===== src/rtl/alu_pkg.sv =====
// Shared opcode encodings, NZCV flag bit positions and FSM states for alu_pipe.
package alu_pkg;

    localparam logic [4:0] OP_NOP = 5'b00000;
    localparam logic [4:0] OP_ADD = 5'b00001;
    localparam logic [4:0] OP_SUB = 5'b00010;
    localparam logic [4:0] OP_ADC = 5'b00011;
    localparam logic [4:0] OP_SBC = 5'b00100;
    localparam logic [4:0] OP_AND = 5'b00101;
    localparam logic [4:0] OP_ORR = 5'b00110;
    localparam logic [4:0] OP_EOR = 5'b00111;
    localparam logic [4:0] OP_MOV = 5'b01000;
    localparam logic [4:0] OP_MVN = 5'b01001;
    localparam logic [4:0] OP_LSL = 5'b01010;
    localparam logic [4:0] OP_LSR = 5'b01011;
    localparam logic [4:0] OP_ASR = 5'b01100;
    localparam logic [4:0] OP_CMP = 5'b10000;
    localparam logic [4:0] OP_MUL = 5'b10001;

    localparam int FLG_N = 3;
    localparam int FLG_Z = 2;
    localparam int FLG_C = 1;
    localparam int FLG_V = 0;

    typedef enum logic {
        IDLE    = 1'b0,
        MUL_RUN = 1'b1
    } state_t;

endpackage


===== src/rtl/alu_mul_iter.sv =====
// Iterative shift-add multiplier retiring MUL_BITS multiplier bits per step.
// start captures operands; product is the accumulator after the current step, last marks the final step.
module alu_mul_iter #(
    parameter int REG_WIDTH = 16,
    parameter int MUL_BITS  = 1
) (
    input  logic                 clk,
    input  logic                 rst,
    input  logic                 start,
    input  logic                 step,
    input  logic [REG_WIDTH-1:0] a,
    input  logic [REG_WIDTH-1:0] b,
    output logic                 last,
    output logic [REG_WIDTH-1:0] product
);

    localparam int STEPS = REG_WIDTH / MUL_BITS;
    localparam int CW    = (STEPS > 1) ? $clog2(STEPS) : 1;
    localparam logic [CW-1:0] LAST_CNT = CW'(STEPS - 1);

    logic [REG_WIDTH-1:0] mcand;
    logic [REG_WIDTH-1:0] mplier;
    logic [REG_WIDTH-1:0] acc;
    logic [CW-1:0]        cnt;

    // Only the low REG_WIDTH bits are kept, so the multiplicand shifts out of range harmlessly.
    always_comb begin
        product = acc;
        for (int j = 0; j < MUL_BITS; j++) begin
            if (mplier[j]) begin
                product = product + (mcand << j);
            end
        end
    end

    assign last = step && (cnt == LAST_CNT);

    always_ff @(posedge clk) begin
        if (rst) begin
            mcand  <= '0;
            mplier <= '0;
            acc    <= '0;
            cnt    <= '0;
        end else if (start) begin
            mcand  <= a;
            mplier <= b;
            acc    <= '0;
            cnt    <= '0;
        end else if (step) begin
            acc    <= product;
            mcand  <= mcand << MUL_BITS;
            mplier <= mplier >> MUL_BITS;
            cnt    <= cnt + CW'(1);
        end
    end

endmodule


===== src/rtl/alu_pipe.sv =====
// Pipelined ALU with NZCV flag register, barrel shifts and an iterative multiplier.
// Single-cycle ops return one cycle after accept; MUL holds ready low for REG_WIDTH/MUL_BITS cycles.
module alu_pipe
    import alu_pkg::*;
#(
    parameter int REG_WIDTH = 16,
    parameter int MUL_BITS  = 1
) (
    input  logic                 clk,
    input  logic                 rst,
    input  logic                 i_1_alu_valid,
    output logic                 o_1_alu_ready,
    input  logic [4:0]           i_5_alu_opcode,
    input  logic [REG_WIDTH-1:0] i_R_alu_in1,
    input  logic [REG_WIDTH-1:0] i_R_alu_in2,
    output logic [REG_WIDTH-1:0] or_R_alu_out,
    output logic                 or_1_alu_valid,
    output logic [3:0]           or_4_alu_flags,
    output logic                 or_1_alu_zero,
    output logic                 or_1_alu_illegal
);

    localparam int W = REG_WIDTH;

    state_t         state;
    logic           accept;
    logic           mul_last;
    logic [W-1:0]   mul_prod;

    logic [W-1:0]   op_b;
    logic           cin;
    logic [W:0]     sum;
    logic           ovf;
    logic [7:0]     sh;
    logic [W:0]     lsl_ext;
    logic [W:0]     lsr_ext;
    logic [W:0]     asr_ext;
    logic [W-1:0]   res;
    logic [3:0]     nflags;
    logic           upd_nz;
    logic           wr_out;
    logic           vld;
    logic           ill;

    assign o_1_alu_ready = (state == IDLE);
    assign accept        = i_1_alu_valid && o_1_alu_ready;
    assign or_1_alu_zero = or_4_alu_flags[FLG_Z];

    alu_mul_iter #(
        .REG_WIDTH (W),
        .MUL_BITS  (MUL_BITS)
    ) u_mul (
        .clk     (clk),
        .rst     (rst),
        .start   (accept && (i_5_alu_opcode == OP_MUL)),
        .step    (state == MUL_RUN),
        .a       (i_R_alu_in1),
        .b       (i_R_alu_in2),
        .last    (mul_last),
        .product (mul_prod)
    );

    always_comb begin
        op_b = i_R_alu_in2;
        cin  = 1'b0;
        case (i_5_alu_opcode)
            OP_SUB, OP_CMP: begin op_b = ~i_R_alu_in2; cin = 1'b1; end
            OP_SBC:         begin op_b = ~i_R_alu_in2; cin = or_4_alu_flags[FLG_C]; end
            OP_ADC:         cin = or_4_alu_flags[FLG_C];
            default:        ;
        endcase
        sum = {1'b0, i_R_alu_in1} + {1'b0, op_b} + {{W{1'b0}}, cin};
        ovf = (i_R_alu_in1[W-1] == op_b[W-1]) && (sum[W-1] != i_R_alu_in1[W-1]);

        // The extra bit in each extended shift catches the last bit shifted out.
        sh      = i_R_alu_in2[7:0];
        lsl_ext = {1'b0, i_R_alu_in1} << sh;
        lsr_ext = {i_R_alu_in1, 1'b0} >> sh;
        asr_ext = $signed({i_R_alu_in1, 1'b0}) >>> sh;

        res    = '0;
        nflags = or_4_alu_flags;
        upd_nz = 1'b0;
        wr_out = 1'b0;
        vld    = 1'b0;
        ill    = 1'b0;
        case (i_5_alu_opcode)
            OP_NOP, OP_MUL: ;
            OP_ADD, OP_SUB, OP_ADC, OP_SBC, OP_CMP: begin
                res           = sum[W-1:0];
                nflags[FLG_C] = sum[W];
                nflags[FLG_V] = ovf;
                upd_nz        = 1'b1;
                wr_out        = (i_5_alu_opcode != OP_CMP);
                vld           = 1'b1;
            end
            OP_AND, OP_ORR, OP_EOR, OP_MOV, OP_MVN: begin
                case (i_5_alu_opcode)
                    OP_AND:  res = i_R_alu_in1 & i_R_alu_in2;
                    OP_ORR:  res = i_R_alu_in1 | i_R_alu_in2;
                    OP_EOR:  res = i_R_alu_in1 ^ i_R_alu_in2;
                    OP_MOV:  res = i_R_alu_in2;
                    default: res = ~i_R_alu_in2;
                endcase
                upd_nz = 1'b1;
                wr_out = 1'b1;
                vld    = 1'b1;
            end
            OP_LSL, OP_LSR, OP_ASR: begin
                if (sh == 8'd0) begin
                    res = i_R_alu_in1;
                end else if (i_5_alu_opcode == OP_LSL) begin
                    res           = lsl_ext[W-1:0];
                    nflags[FLG_C] = lsl_ext[W];
                end else if (i_5_alu_opcode == OP_LSR) begin
                    res           = lsr_ext[W:1];
                    nflags[FLG_C] = lsr_ext[0];
                end else begin
                    res           = asr_ext[W:1];
                    nflags[FLG_C] = asr_ext[0];
                end
                upd_nz = 1'b1;
                wr_out = 1'b1;
                vld    = 1'b1;
            end
            default: begin
                wr_out = 1'b1;
                vld    = 1'b1;
                ill    = 1'b1;
            end
        endcase
        if (upd_nz) begin
            nflags[FLG_N] = res[W-1];
            nflags[FLG_Z] = (res == '0);
        end
    end

    always_ff @(posedge clk) begin
        if (rst) begin
            state            <= IDLE;
            or_R_alu_out     <= '0;
            or_4_alu_flags   <= '0;
            or_1_alu_valid   <= 1'b0;
            or_1_alu_illegal <= 1'b0;
        end else begin
            or_1_alu_valid   <= 1'b0;
            or_1_alu_illegal <= 1'b0;
            case (state)
                IDLE: begin
                    if (accept) begin
                        if (i_5_alu_opcode == OP_MUL) begin
                            state <= MUL_RUN;
                        end else begin
                            if (wr_out) or_R_alu_out <= res;
                            or_4_alu_flags   <= nflags;
                            or_1_alu_valid   <= vld;
                            or_1_alu_illegal <= ill;
                        end
                    end
                end
                MUL_RUN: begin
                    if (mul_last) begin
                        or_R_alu_out          <= mul_prod;
                        or_4_alu_flags[FLG_N] <= mul_prod[W-1];
                        or_4_alu_flags[FLG_Z] <= (mul_prod == '0);
                        or_1_alu_valid        <= 1'b1;
                        state                 <= IDLE;
                    end
                end
                default: state <= IDLE;
            endcase
        end
    end

endmodule


===== config.mk =====
export PLATFORM = sky130hd
export DESIGN_NAME = alu_pipe
export DESIGN_NICKNAME = d
export VERILOG_FILES = /design/src/rtl/alu_pkg.sv /design/src/rtl/alu_mul_iter.sv /design/src/rtl/alu_pipe.sv
export SDC_FILE = /design/constraint.sdc
export NUM_CORES = 1
export LEC_CHECK = 0
export ABC_AREA = 1
export CORE_MARGIN = 2
export CORE_UTILIZATION = 55
export CTS_BUF_LIST = sky130_fd_sc_hd__clkbuf_16
export CTS_CLUSTER_DIAMETER = 60
export DETAILED_ROUTE_END_ITERATION = 8
export PLACE_DENSITY = 0.82
export SKIP_LAST_GASP = 1
export SYNTH_ARGS = -nofsm -noshare
export SYNTH_HDL_FRONTEND = slang
export SYNTH_SLANG_ARGS = --single-unit
export TNS_END_PERCENT = 100

===== constraint.sdc =====
create_clock -name clk -period 8.6 [get_ports clk]
set_clock_uncertainty 0.15 [all_clocks]
set_input_delay 2.15 -clock clk [delete_from_list [all_inputs] [get_ports clk]]
set_output_delay 2.15 -clock clk [all_outputs]
set_load 0.01 [all_outputs]

# Word level (Yosys, flattened, before mapping)
# Index checks and enable logic that the tools add are counted.
# op_classes
n_addsub,4
mul,0
div,0
magnitude_cmp,0
n_eq_ne,24
shift,3
n_mux,39
bitwise_logic,7
n_reduce_logical,25
# op_table
cell,n
$mux 16,13
$pmux 16 s4,1
$pmux 16 s3,1
$logic_not 16->1,2
$pmux 16 s2,1
$eq 5x4->1 const B,5
$eq 5x3->1 const B,4
$add 16x16->17,1
$add 17x1->17,1
$shl 16x8->17,1
$shr 17x8->17,1
$sshr 17x8->17,1
$add 16x16->16,1
$and 16x16->16,1
$not 16->16,1
$or 16x16->16,1
$xor 16x16->16,1
$reduce_or 15->1,1
$mux 1,13
$reduce_or 13->1,1
$reduce_and 4->1,3
$eq 5x2->1 const B,2
$eq 5x5->1 const B,2
$pmux 1 s2,5
other kinds (21),38
# totals
register_bits,75
latchBits,0
ramBits,0
rom_bits,0
in_bits,40
output_inout_bits,24
wordCells,113
memories,0

# Logic depth before layout (Yosys ltp)
# Gate-level depths: netlist (run 1).
# logic_depth
word_depth,11
ltp_mapped,23
ltp_nobuf,22

# Cells and area by module
# A second synthesis (run 1) with hierarchy kept.
# hier_totals
hier_cells,1555
area_unflattened_um2,8811.0
# modules_own_cells
module,instances,cells_each,area_each_um2,seq_area_each_um2
alu_pipe,1,1018,5484.0,460.4
alu_mul_iter,1,537,3326.9,1041.0

# Least setup slack after synthesis (run 1)
# Ideal clock, no wire load.
# synth_path
path_type,input to register
start,input i_5_alu_opcode[0]
end,register or_4_alu_flags[2]
setup_time_ps,70
arrival_time_ps,4956
t_required_ps,8380
setup_slack_ps,3424
stages,22
n_path_buf,1
path_cell_list,buf_2 nor2_1 nand2_1 inv_1 nand2_1 nand3_1 xor2_1 fa_1 fa_1 nand3_1 nand2_1 nand2_1 a31oi_1 xnor2_1 nor2_1 nor2_1 nand2_1 nor2_1 nand2_1 nor2_1 nand4_1 a21oi_1
# synth_between
elab_chain_cells,11
word_cells_on_any_way,39
cone_classes,add/sub: 2; eq/ne: 16; mux: 12; reduce/logical: 9
# synth_lines
element,line_no,source
from (decl),alu_pipe.sv:13,"input logic [4:0] i_5_alu_opcode,"
$eq 5x2->1 (tied with other cells),"alu_pipe.sv:66, alu_pipe.sv:87",
$reduce_or 3->1 (no line),n/a,
$mux 16,n/a,
$add 16x16->17,alu_pipe.sv:72,"sum = {1'b0, i_R_alu_in1} + {1'b0, op_b} + {{W{1'b0}}, cin};"
$add 17x1->17,alu_pipe.sv:72,
$pmux 16 s3,alu_pipe.sv:87,case (i_5_alu_opcode)
$logic_not 16->1,alu_pipe.sv:134,nflags[FLG_Z] = (res == '0);
$mux 2,alu_pipe.sv:132,if (upd_nz) begin
$mux 4,alu_pipe.sv:151,if (i_5_alu_opcode == OP_MUL) begin
$mux 4,alu_pipe.sv:150,if (accept) begin
$pmux 2 s2,alu_pipe.sv:148,case (state)
to (signal assigned),alu_pipe.sv:155,or_4_alu_flags <= nflags;
"to (signal, indexed assignment)",alu_pipe.sv:164,or_4_alu_flags[FLG_N] <= mul_prod[W-1];
"to (signal, indexed assignment)",alu_pipe.sv:165,or_4_alu_flags[FLG_Z] <= (mul_prod == '0);
to (decl),alu_pipe.sv:18,"output logic [3:0] or_4_alu_flags,"
# Several ways; a longest one is shown, not always the timed one. The select of a mux whose other input is x is not followed.
# A chain may end at the register's enable or synchronous reset.

# Worst setup path after layout (run 1)
# Ends and elaborated chain as after synthesis.

==> results of run 1 <==
## state kept, by name (all words and copies together), names as in the netlist
signal            count
or_R_alu_out         16
or_1_alu_valid        1
u_mul.mplier         16
u_mul.cnt             4
or_4_alu_flags        4
u_mul.mcand          16
or_1_alu_illegal      1
u_mul.acc            16
state                 1
## report_power, final
part	switching [mW]	total [mW]	internal [mW]
Sequential	0.00725	0.365	0.358
Clock	0.154	0.410	0.256
Combinational	0.244	0.365	0.121
## stage by stage
stage                util  std cells  power (mW)
floorplan               -       1497       0.595
global placement    0.609       1716       0.722
detailed placement  0.609       1716       0.724
CTS                 0.630       1732        1.13
global route        0.630       1732        1.19
finish              0.630       1732        1.14
## kinds of logic (layout without fill, tap and decap cells)
kind of cell    count (synthesis)  in the layout  share of synthesized area
compound gates                293            293                      0.198
fa+ha+maj                      66             66                     0.0986
xor+xnor                       25             25                     0.0255
flops                          75             75                      0.175
buf+inv                       239            263                      0.110
simple gates                  799            799                      0.394
## critical path, cell delays in order
cell	delay, ns
clkdlybuf4s50_1	0.45
buf_4	0.26
nor2_1	0.09
nand2_1	0.09
inv_1	0.08
nand2_1	0.08
nand3_1	0.70
xor2_1	0.39
fa_1	0.46
fa_1	0.44
nand3_1	0.10
nand2_1	0.10
nand2_1	0.09
a31oi_1	0.13
xnor2_1	0.18
nor2_1	0.06
nor2_1	0.11
nand2_1	0.10
nor2_1	0.11
nand2_1	0.07
nor2_1	0.09
nand4_1	0.08
a21oi_1	0.14
## layer usage
layer	GRT usage	up-vias
li1	-	5001
met1	0.517	4660
met2	0.604	633
met3	0.103	115
met4	0.160	0
met5	0	-
## how the worst max path moves through the flow
stage	from	endpoint	cells after the start
after floorplan	i_5_alu_opcode[0]	or_4_alu_flags[2]$_SDFFE_PP0P_	22
after global placement	i_5_alu_opcode[0]	or_4_alu_flags[2]$_SDFFE_PP0P_	21
after detailed placement	i_5_alu_opcode[0]	or_4_alu_flags[2]$_SDFFE_PP0P_	21
after CTS	i_5_alu_opcode[0]	or_4_alu_flags[2]$_SDFFE_PP0P_	21
after global routing	i_5_alu_opcode[0]	or_4_alu_flags[2]$_SDFFE_PP0P_	23
final	i_5_alu_opcode[0]	or_4_alu_flags[2]$_SDFFE_PP0P_	23
## cells in the final DEF (no fill, tap or decap), drive strengths merged, types with 2 or more instances in the layout
cell,instances
nor2,126
a21o,2
nor4,2
a21boi,2
o21ai,105
nand3,177
clkdlybuf4s50,63
o2111ai,2
dfxtp,75
xor2,20
nor3,11
bufinv,2
o22ai,3
o21a,4
nand2,444
a31oi,22
or2,17
fa,3
nand4,18
xnor2,5
and2,2
clkbuf,9
inv,170
a221oi,4
a21oi,99
ha,63
o211ai,26
clkinvlp,2
o21bai,3
buf,12
clkinv,5
o221ai,17
## layout make-up
type                    instances  area, sq um  area share
clock buffers                   9          225      0.0234
clock inverters                 7          101      0.0105
inverters                     172          646      0.0672
multi-input cells            1183         6160       0.640
flip-flops and latches         75         1500       0.156
well taps                     211          264      0.0275
repair buffers                 75          721      0.0750
==> summary.md, run 1 <==
| Metric | Value |
|---|---|
| Top cells by count, synth | nand2_1, nand3_1, inv_1 |
| Syn_area_per_cell | 5.74 sq um |
| Max Slew Vio Count | 0 |
| Fmax | approximately 150 MHz |
| Hold Fails Final Rpt | 0 |
| Hold path depth | 2 |
| Startpoint Class | input port |
| Hold_ws | 0.321 ns |
| H-tree depth | 3 |
| Clk sinks | 75 |
| Setup TNS | 0 ns |
| Min-Delay Endpoint | u_mul.mplier[15]$_SDFFE_PP0P_ |
| Met3 wire length | 3770 um |
| Final setup fails | 0 |
| Post-CTS Setup Repair Bufs | 0 |
| Critical Path End Type | register |
| Placed wire-length estimate | 24400 um |
| CTS Root Cell | clkbuf_16 |
| Status | complete, no violations |
| Die Area | 16700 sq um |
| Vias after detailed routing | 10400 |
| Yosys top cell area share | 0.192 |
| Placed instance area | roughly 9300 sq um |
| Metal1 wirelength | 13200 um |
| Area leader, netlist | nand2_1 |
| Pwr Density | 119 nW/um^2 |
| Routed Antenna Nets | 0 |
| Seq/Total Area, Yosys | 0.175 |
| CTS tree | built |
| RR Endpoint | u_mul.mplier[2]$_SDFFE_PP0P_ |
| FP Rows | 45 |
| Height of the die | 129 um |
| Buffers added on ports | 63 |
| Initial Utilization | 0.564 |
| DR WL/cell | 18.7 um |
| N_diodes | 0 |
| Post-Syn Area | 8600 sq um |
| Hold_sp | u_mul.mplier[15]$_SDFFE_PP0P_ |
| Die Wd | ~130 um |
| First-pass GRT wire length | 50100 um |
| Reg2Reg Depth | 10 |
| Worst EP arrival | approximately 6.6 ns |
| Top FF cell, synth | dfxtp_1 |
| Gate Count Post-Synth | between 1000 and 1500 |
| Netlist cell types | 48 |
| Fillers | 1522 |
| Part of the cycle the worst path needs | 0.751 |
| Cts bufs inserted | 9 |
| Pre-CTS WS | ~1.9 ns |
| Top Metal Used | met4 |
| Critical path peak fanout | 19 |
| Bufs on Longest Clock Path | 2 |
| Synth warnings | 0 |
| Total gr overflow | 0 |
| Tot GR Track Use | 0.390 |
| Syn Nets | 1603 |
| Most common cell in the netlist | nand2_1 |
| Initial antenna violation count | 2 |
| Area grow syn2layout | 11.8% |
| WS Path Type | in2reg |
| Final Instance Area | 9610 sq um |
| Largest net degree at the start of global routing | 51 |
| Gpl congestion | 1.10 |
| Reg2Reg Launch Point | state$_SDFF_PP0_ |
| Io pins | 64 |
| Proportion of layout cells with a drive suffix above 1 | 0.0408 |
| Worst-skew pair later-pin latency | 0.33 ns |
| Layout Nets | 1622 |
| Minimum clock period | 6.46 ns |
| Top cells by area, synth | nand2_1, dfxtp_1, nand3_1, ha_1, inv_1 |
| R2R setup slack | 5.27 ns |
| Vias in the first global route | 9327 |
| Req. time, crit path | 8.71 ns |
| RSZ-0062 raised after global routing | false |
| DRC | 0 |
| Cts repair resizes | 0 |
| Seq cells post-synth | 75 |
| Relative slew slack | 0.286 |
| Actual slew at the worst max-slew pin | 1.07 ns |
| CTS Hold Bufs | 0 |
| Leakage | 4.59 nW |
| DR iter-0 viols | 1345 |
| Pre-antenna DRT Iters | 7 |
| Vias/cell | ~6 |
| Maximum capacitance violations | 0 |
| Async SR Flop Fraction | 0 |
| Maximum VDD drop | 115 uV |
| WL final | 32300 um |
| Core box area | 15300 sq um |
| Met2 Routed Length | 13900 um |
| Clk slew on worst S/H paths | around 0.060 ns |
| Hold Crit Class | reg2reg |
| Post-synth EDFFs | 0 |
| Setup ws final | 2.14 ns |
Power figures use the tool's default switching activity.
==> inputs of run 2 (changes only) <==
--- a/config.mk
+++ b/config.mk
@@ -11,7 +11,7 @@
 export CTS_BUF_LIST = sky130_fd_sc_hd__clkbuf_16
 export CTS_CLUSTER_DIAMETER = 60
 export DETAILED_ROUTE_END_ITERATION = 8
-export PLACE_DENSITY = 0.82
+export PLACE_DENSITY = 0.85
 export SKIP_LAST_GASP = 1
 export SYNTH_ARGS = -nofsm -noshare
 export SYNTH_HDL_FRONTEND = slang
==> constraint.sdc (replaced) <==
create_clock -name clk -period 5.68 [get_ports clk]
set_clock_uncertainty 0.15 [all_clocks]
set_input_delay 1.42 -clock clk [delete_from_list [all_inputs] [get_ports clk]]
set_output_delay 1.42 -clock clk [all_outputs]
set_load 0.01 [all_outputs]
==> summary.md, run 2 (synthesized netlist as in run 1, its figures left out) <==
| Metric | Value |
|---|---|
| Status | complete, no violations |
| N_diodes | 0 (unchanged) |
| Buffers added on ports | 63 (unchanged) |
| Critical Path End Type | register |
| RR Endpoint | or_4_alu_flags[2]$_SDFFE_PP0P_ |
| Reg2Reg Launch Point | u_mul.mplier[0]$_SDFFE_PP0P_ |
| Critical path peak fanout | 4 (-15) |
| CTS Hold Bufs | 0 (unchanged) |
| Core box area | 15300 sq um (unchanged) |
| Most frequent cells in the layout | nand2_1, nand3_1, inv_1 |
| Die Area | 16700 sq um (unchanged) |
| R2R setup slack | 2.38 ns (-2.89 ns) |
| FP Rows | 45 (unchanged) |
| DR WL/cell | 18.9 um (+1.2%) |
| Hold path depth | 2 (unchanged) |
| Routed Antenna Nets | 0 (unchanged) |
| Buf/Inv on CP | 2 (-1) |
| Worst EP arrival | 5.00 ns (-1.57 ns) |
| Leakage | 4.68 nW (+1.9%) |
| Commonest non-fill, non-tap cell in the layout | nand2_1 |
| Req. time, crit path | 5.80 ns (-2.91 ns) |
| CTS tree | built |
| Pwr Density | 176 nW/um^2 (+49%) |
| Vias in the first global route | 9597 (+2.9%) |
| Vias/cell | 6.02 (about the same) |
| Hold_ws | 0.317 ns (-0.00392 ns) |
| Max Slew Vio Count | 0 (unchanged) |
| Crit path max-delay family | simple AND/OR/NAND/NOR gates |
| Bufs on Longest Clock Path | 2 (unchanged) |
| First-pass GRT wire length | 51600 um (+3.1%) |
| Reg2Reg Depth | 14 (+4) |
| Largest net degree at the start of global routing | 50 (-2.0%) |
| Relative slew slack | 0.377 (+0.0912) |
| Worst-skew pair later-pin latency | 0.34 ns (about the same) |
| Layout Nets | 1640 (+1.1%) |
| Gpl congestion | 1.01 (-7.6%) |
| M2 GR Usage | 0.620 (+0.0165) |
| Clk sinks | 75 (unchanged) |
| WS Path Type | in2reg |
| GRT Max-Usage Layer | met2 |
| Placed wire-length estimate | 25500 um (+4.6%) |
| Post-CTS Setup Repair Bufs | 0 (unchanged) |
| Fmax | 205 MHz |
| CP max stage cell | clkdlybuf4s50_1 |
| WL final | 33100 um (+2.3%) |
| Met3 Track Usage GR | 0.0842 (-0.0186) |
| Placed instance area | 9420 sq um (+1.5%) |
| CTS Root Cell | clkbuf_16 |
| Critical path's largest stage delay | 0.46 ns (-0.24 ns) |
| Height of the die | 129 um (unchanged) |
| Final Instance Area | 9730 sq um (+1.2%) |
| Initial Utilization | 0.564 (unchanged) |
| Maximum capacitance violations | 0 (unchanged) |
| Design Power | 1.71 mW (+50%) |
| Final setup fails | 0 (unchanged) |
| Tot GR Track Use | 0.399 (+0.00888) |
| Total gr overflow | 0 (unchanged) |
| Cts bufs inserted | 9 (unchanged) |
| Setup TNS | 0 ns (unchanged) |
| Cell Chain, Critical Path | clkdlybuf4s50_1 > nor2_1 > inv_1 > nor2_1 > nand2_1 > nand3_1 > xor2_1 > fa_1 > fa_1 > nand3_1 > nand2_1 > a21oi_1 > nand2_1 > nand3_1 > nand2_1 > a21oi_1 > nand3_1 > nor2_1 > nand4_1 > a21oi_1 |
| Initial antenna violation count | 0 (-2) |
| Clk slew on worst S/H paths | 0.06 ns (about the same) |
| Hold Crit Class | reg2reg |
| Min-Delay Endpoint | or_R_alu_out[2]$_SDFFE_PP0P_ |
| Cts repair resizes | 0 (unchanged) |
| Proportion of layout cells with a drive suffix above 1 | 0.0520 (+0.0112) |
| Die Wd | 129 um (unchanged) |
| Startpoint Class | input port |
| DR iter-0 viols | 1431 (+6.4%) |
| Hold Fails Final Rpt | 0 (unchanged) |
| Part of the cycle the worst path needs | 0.860 |
| Hold_sp | or_R_alu_out[2]$_SDFFE_PP0P_ |
| Area grow syn2layout | 13.2% |
| Actual slew at the worst max-slew pin | 0.933 ns (-0.134 ns) |
| Io pins | 64 (unchanged) |
| Vias after detailed routing | 10500 (+1.1%) |
| DRC | 0 (unchanged) |
| Final Util | 0.638 (+0.00771) |
| Minimum clock period | 4.88 ns |
| H-tree depth | 3 (unchanged) |
| RSZ-0062 raised after global routing | false |
| M1 GR Usage | 0.538 (+0.0204) |
| Pre-antenna DRT Iters | 6 (-1) |
| Maximum VDD drop | 157 uV (+37%) |
## run 2: worst min-delay path: cells and delay by family (launching register included)
| kind | cells | cell delay, ns |
|---|---|---|
| AO/OA/AOI/OAI | 1 | 0.05 |
| AND/OR/NAND/NOR | 1 | 0.06 |
| flip-flops | 1 | 0.31 |
## run 2: cell type report
| type | instances | area (sq um) |
|---|---|---|
| sequential | 75 | 1500 |
| clock buffer | 9 | 225 |
| clock inverter | 7 | 83.8 |
| fill | 1537 | 5530 |
| tap | 211 | 264 |
| inverter | 172 | 646 |
| multi-input combinational | 1183 | 6160 |
| timing repair buffer | 93 | 856 |
## run 2: layer usage
metal	part of all wire	routed length (um)
met5	0	0
met4	0.047	1570
met3	0.11	3660
met2	0.43	14300
met1	0.41	13500
## run 2: worst max path at each step
stage                                     endpoint  cells after the start  slack, ns         startpoint
floorplan           or_4_alu_flags[2]$_SDFFE_PP0P_                     22       1.23  i_5_alu_opcode[0]
global placement    or_4_alu_flags[2]$_SDFFE_PP0P_                     20       0.54  i_5_alu_opcode[3]
detailed placement  or_4_alu_flags[2]$_SDFFE_PP0P_                     20       0.49  i_5_alu_opcode[3]
CTS                 or_4_alu_flags[2]$_SDFFE_PP0P_                     20       0.83  i_5_alu_opcode[3]
global route        or_4_alu_flags[2]$_SDFFE_PP0P_                     20       0.34  i_5_alu_opcode[3]
finish              or_4_alu_flags[2]$_SDFFE_PP0P_                     20       0.80  i_5_alu_opcode[3]
## run 2: metrics by stage
stage,worst slack [ns],instances
floorplan,1.23,1497
global placement,0.542,1734
detailed placement,0.491,1734
CTS,0.831,1750
global route,0.341,1750
finish,0.796,1750
## run 2: where the power goes
part / switching [mW] / internal [mW]
Clock: 0.249 / 0.349
Combinational: 0.373 / 0.191
Sequential: 0.0108 / 0.541
==> inputs of run 3 (changes only) <==
==> constraint.sdc (replaced) <==
create_clock -name clk -period 4.11 [get_ports clk]
set_clock_uncertainty 0.15 [all_clocks]
set_input_delay 1.0275 -clock clk [delete_from_list [all_inputs] [get_ports clk]]
set_output_delay 1.0275 -clock clk [all_outputs]
set_load 0.01 [all_outputs]
==> summary.md, run 3 (synthesized netlist as in run 1, its figures left out) <==
| Metric | Value |
|---|---|
| Setup ws final | 0.134 ns (-0.662 ns) |
| Clk slew on worst S/H paths | 0.06 ns (about the same) |
| Req. time, crit path | 4.23 ns (-1.57 ns) |
| Layout Nets | 1753 (+6.9%) |
| Maximum capacitance violations | 0 (unchanged) |
| FP Rows | 45 (unchanged) |
| DRC | 0 (unchanged) |
| Die Wd | 129 um (unchanged) |
| Largest net degree at the start of global routing | 45 (-10%) |
| Initial antenna violation count | 0 (unchanged) |
| Initial Utilization | 0.564 (unchanged) |
| Worst EP arrival | 4.10 ns (-0.90 ns) |
| Hold Crit Class | reg2reg |
| N_diodes | 0 (unchanged) |
| Startpoint Class | input port |
| M1 GR Usage | 0.554 (+0.0162) |
| Fillers | 1383 (-10%) |
| Fmax | 251 MHz |
| Relative slew slack | 0.489 (+0.112) |
| Total gr overflow | 0 (unchanged) |
| Clk sinks | 75 (unchanged) |
| Tot GR Track Use | 0.416 (+0.0169) |
| Part of the cycle the worst path needs | 0.968 |
| CP max stage cell | fa_2 |
| Dpl cells | 1838 (+6.0%) |
| Gpl congestion | 1.05 (+4.0%) |
| Hold Fails Final Rpt | 0 (unchanged) |
| Critical Path End Type | register |
| Non-Filler Instances | 1863 (+6.5%) |
| Cell Chain, Critical Path | dlygate4sd2_1 > nor2_2 > inv_1 > nor2_4 > nand2_2 > buf_4 > a31oi_2 > fa_2 > fa_2 > nand3_2 > nand2_2 > nand2_2 > a31oi_2 > xnor2_1 > nor2_1 > nor2_1 > nand2_1 > nor2_1 > nand2_1 > nor2_1 > nand4_1 > a21oi_1 |
| Die Area | 16700 sq um (unchanged) |
| WS Path Type | in2reg |
| Most frequent cells in the layout | nand2_1, nand3_1, inv_1 |
| CTS tree | built |
| Crit path max-delay family | simple AND/OR/NAND/NOR gates |
| Hold_ws | 0.333 ns (+0.0165 ns) |
| Cts bufs inserted | 9 (unchanged) |
| Height of the die | 129 um (unchanged) |
| Multi-input logic area | 6310 sq um (+2.5%) |
| Maximum VDD drop | 235 uV (+49%) |
| H-tree depth | 3 (unchanged) |
| Buf/Inv on CP | 3 (+1) |
| Sequential cell area | 1500 sq um (unchanged) |
| Pwr Density | 234 nW/um^2 (+33%) |
| Met3 Track Usage GR | 0.0628 (-0.0215) |
| CTS Root Cell | clkbuf_16 |
| DR WL/cell | 18.7 um (-0.87%) |
| Critical path's largest stage delay | 0.29 ns (-0.17 ns) |
| Placed wire-length estimate | 27100 um (+6.3%) |
| Vias/cell | 5.93 (-1.4%) |
| Status | complete, no violations |
| Buffers added on ports | 63 (unchanged) |
| Pre-antenna DRT Iters | 5 (-1) |
| Max Slew Vio Count | 0 (unchanged) |
| WL final | 34900 um (+5.5%) |
| Proportion of layout cells with a drive suffix above 1 | 0.135 (+0.0830) |
| Bufs on Longest Clock Path | 2 (unchanged) |
| Leakage | 5.26 nW (+13%) |
| Vias in the first global route | 9974 (+3.9%) |
| Worst-skew pair later-pin latency | 0.34 ns (about the same) |
| Design Power | 2.51 mW (+47%) |
| Final Util | 0.705 (+0.0672) |
| Pre-CTS WS | -0.657 ns (-1.15 ns) |
| Commonest non-fill, non-tap cell in the layout | nand2_1 |
| Routed Antenna Nets | 0 (unchanged) |
| RSZ-0062 raised after global routing | true |
| M2 GR Usage | 0.673 (+0.0526) |
| GRT Max-Usage Layer | met2 |
| DR iter-0 viols | 1218 (-15%) |
| First-pass GRT wire length | 53800 um (+4.2%) |
| Actual slew at the worst max-slew pin | 0.766 ns (-0.167 ns) |
| Cell mode on critical path | nor2_1 |
| Core box area | 15300 sq um (unchanged) |
| Minimum clock period | a little under 4 ns |
| Area grow syn2layout | 25.1% |
| Vias after detailed routing | 11100 (+5.0%) |
| Final setup fails | 0 (unchanged) |
| Io pins | 64 (unchanged) |
| Critical path peak fanout | 3 (-1) |
## run 3: cell count changes in the layout (fill, tap and decap cells not counted), sizes merged
cell	previous run	this run
buf	30	143
clkdlybuf4s50	63	58
clkinv	4	6
clkinvlp	1	2
dlygate4sd2	0	5
inv	173	170
## run 3: final timing paths
path	from	endpoint	slack, ns	depth (start not counted)
max	i_5_alu_opcode[3]	or_4_alu_flags[2]$_SDFFE_PP0P_	0.13	22
min	u_mul.acc[15]$_SDFFE_PP0P_	u_mul.acc[15]$_SDFFE_PP0P_	0.33	2
max reg2reg	or_4_alu_flags[1]$_SDFFE_PP0P_	or_R_alu_out[10]$_SDFFE_PP0P_	1.20	16
min reg2reg	u_mul.acc[15]$_SDFFE_PP0P_	u_mul.acc[15]$_SDFFE_PP0P_	0.33	2
## run 3: report_power, final
| part | switching [mW] | total, mW | internal, mW |
|---|---|---|---|
| logic | 0.568 | 0.944 | 0.376 |
| registers | 0.0142 | 0.762 | 0.748 |
| clock network | 0.333 | 0.806 | 0.473 |
## run 3: timing repair
item / 4_1_cts / 5_1_grt
endpoints found under the hold margin: 0 / 0
setup endpoints to repair: 11 / 11
cloned: 0 / 0
gates resized for setup: 27 / 21
pin swaps: 10 / 7
buffers inserted: 5 / 4
hold buffers: 0 / 0
## run 3: area by class of cell
type                       count  share of cell area
sequential                    75               0.140
tap                          211              0.0245
timing repair buffer         206               0.161
inverter                     172              0.0600
clock inverter                 7             0.00710
multi-input combinational   1183               0.586
clock buffer                   9              0.0209
## run 3: metrics by stage
| stage | setup TNS (ns) | instance area, sq um |
|---|---|---|
| after floorplan | 0 | 8600 |
| after global placement | -5.23 | 10200 |
| after detailed placement | -7.16 | 10200 |
| after CTS | 0 | 10600 |
| after global routing | -0.165 | 10800 |
| final | 0 | 10800 |
## run 3: worst reg2reg max path, stage by stage (launching register included)
cell and delay (ns):
dfxtp_1 0.33, inv_1 0.08, a31oi_2 0.12, fa_2 0.42
fa_2 0.37, nand3_2 0.09, nand2_2 0.11, a21oi_4 0.17
o21bai_1 0.11, buf_4 0.15, o21ai_2 0.16, nand2_1 0.07
inv_1 0.09, buf_4 0.11, nand2_1 0.06, nand2_1 0.10
a31oi_2 0.10
## run 3: metal layers
metal	wire length [um]	up-vias	part of all wire
met5	0	-	0
met4	1680	0	0.048
met3	3270	116	0.094
met2	15600	600	0.45
met1	14300	5058	0.41
li1	-	5281	-
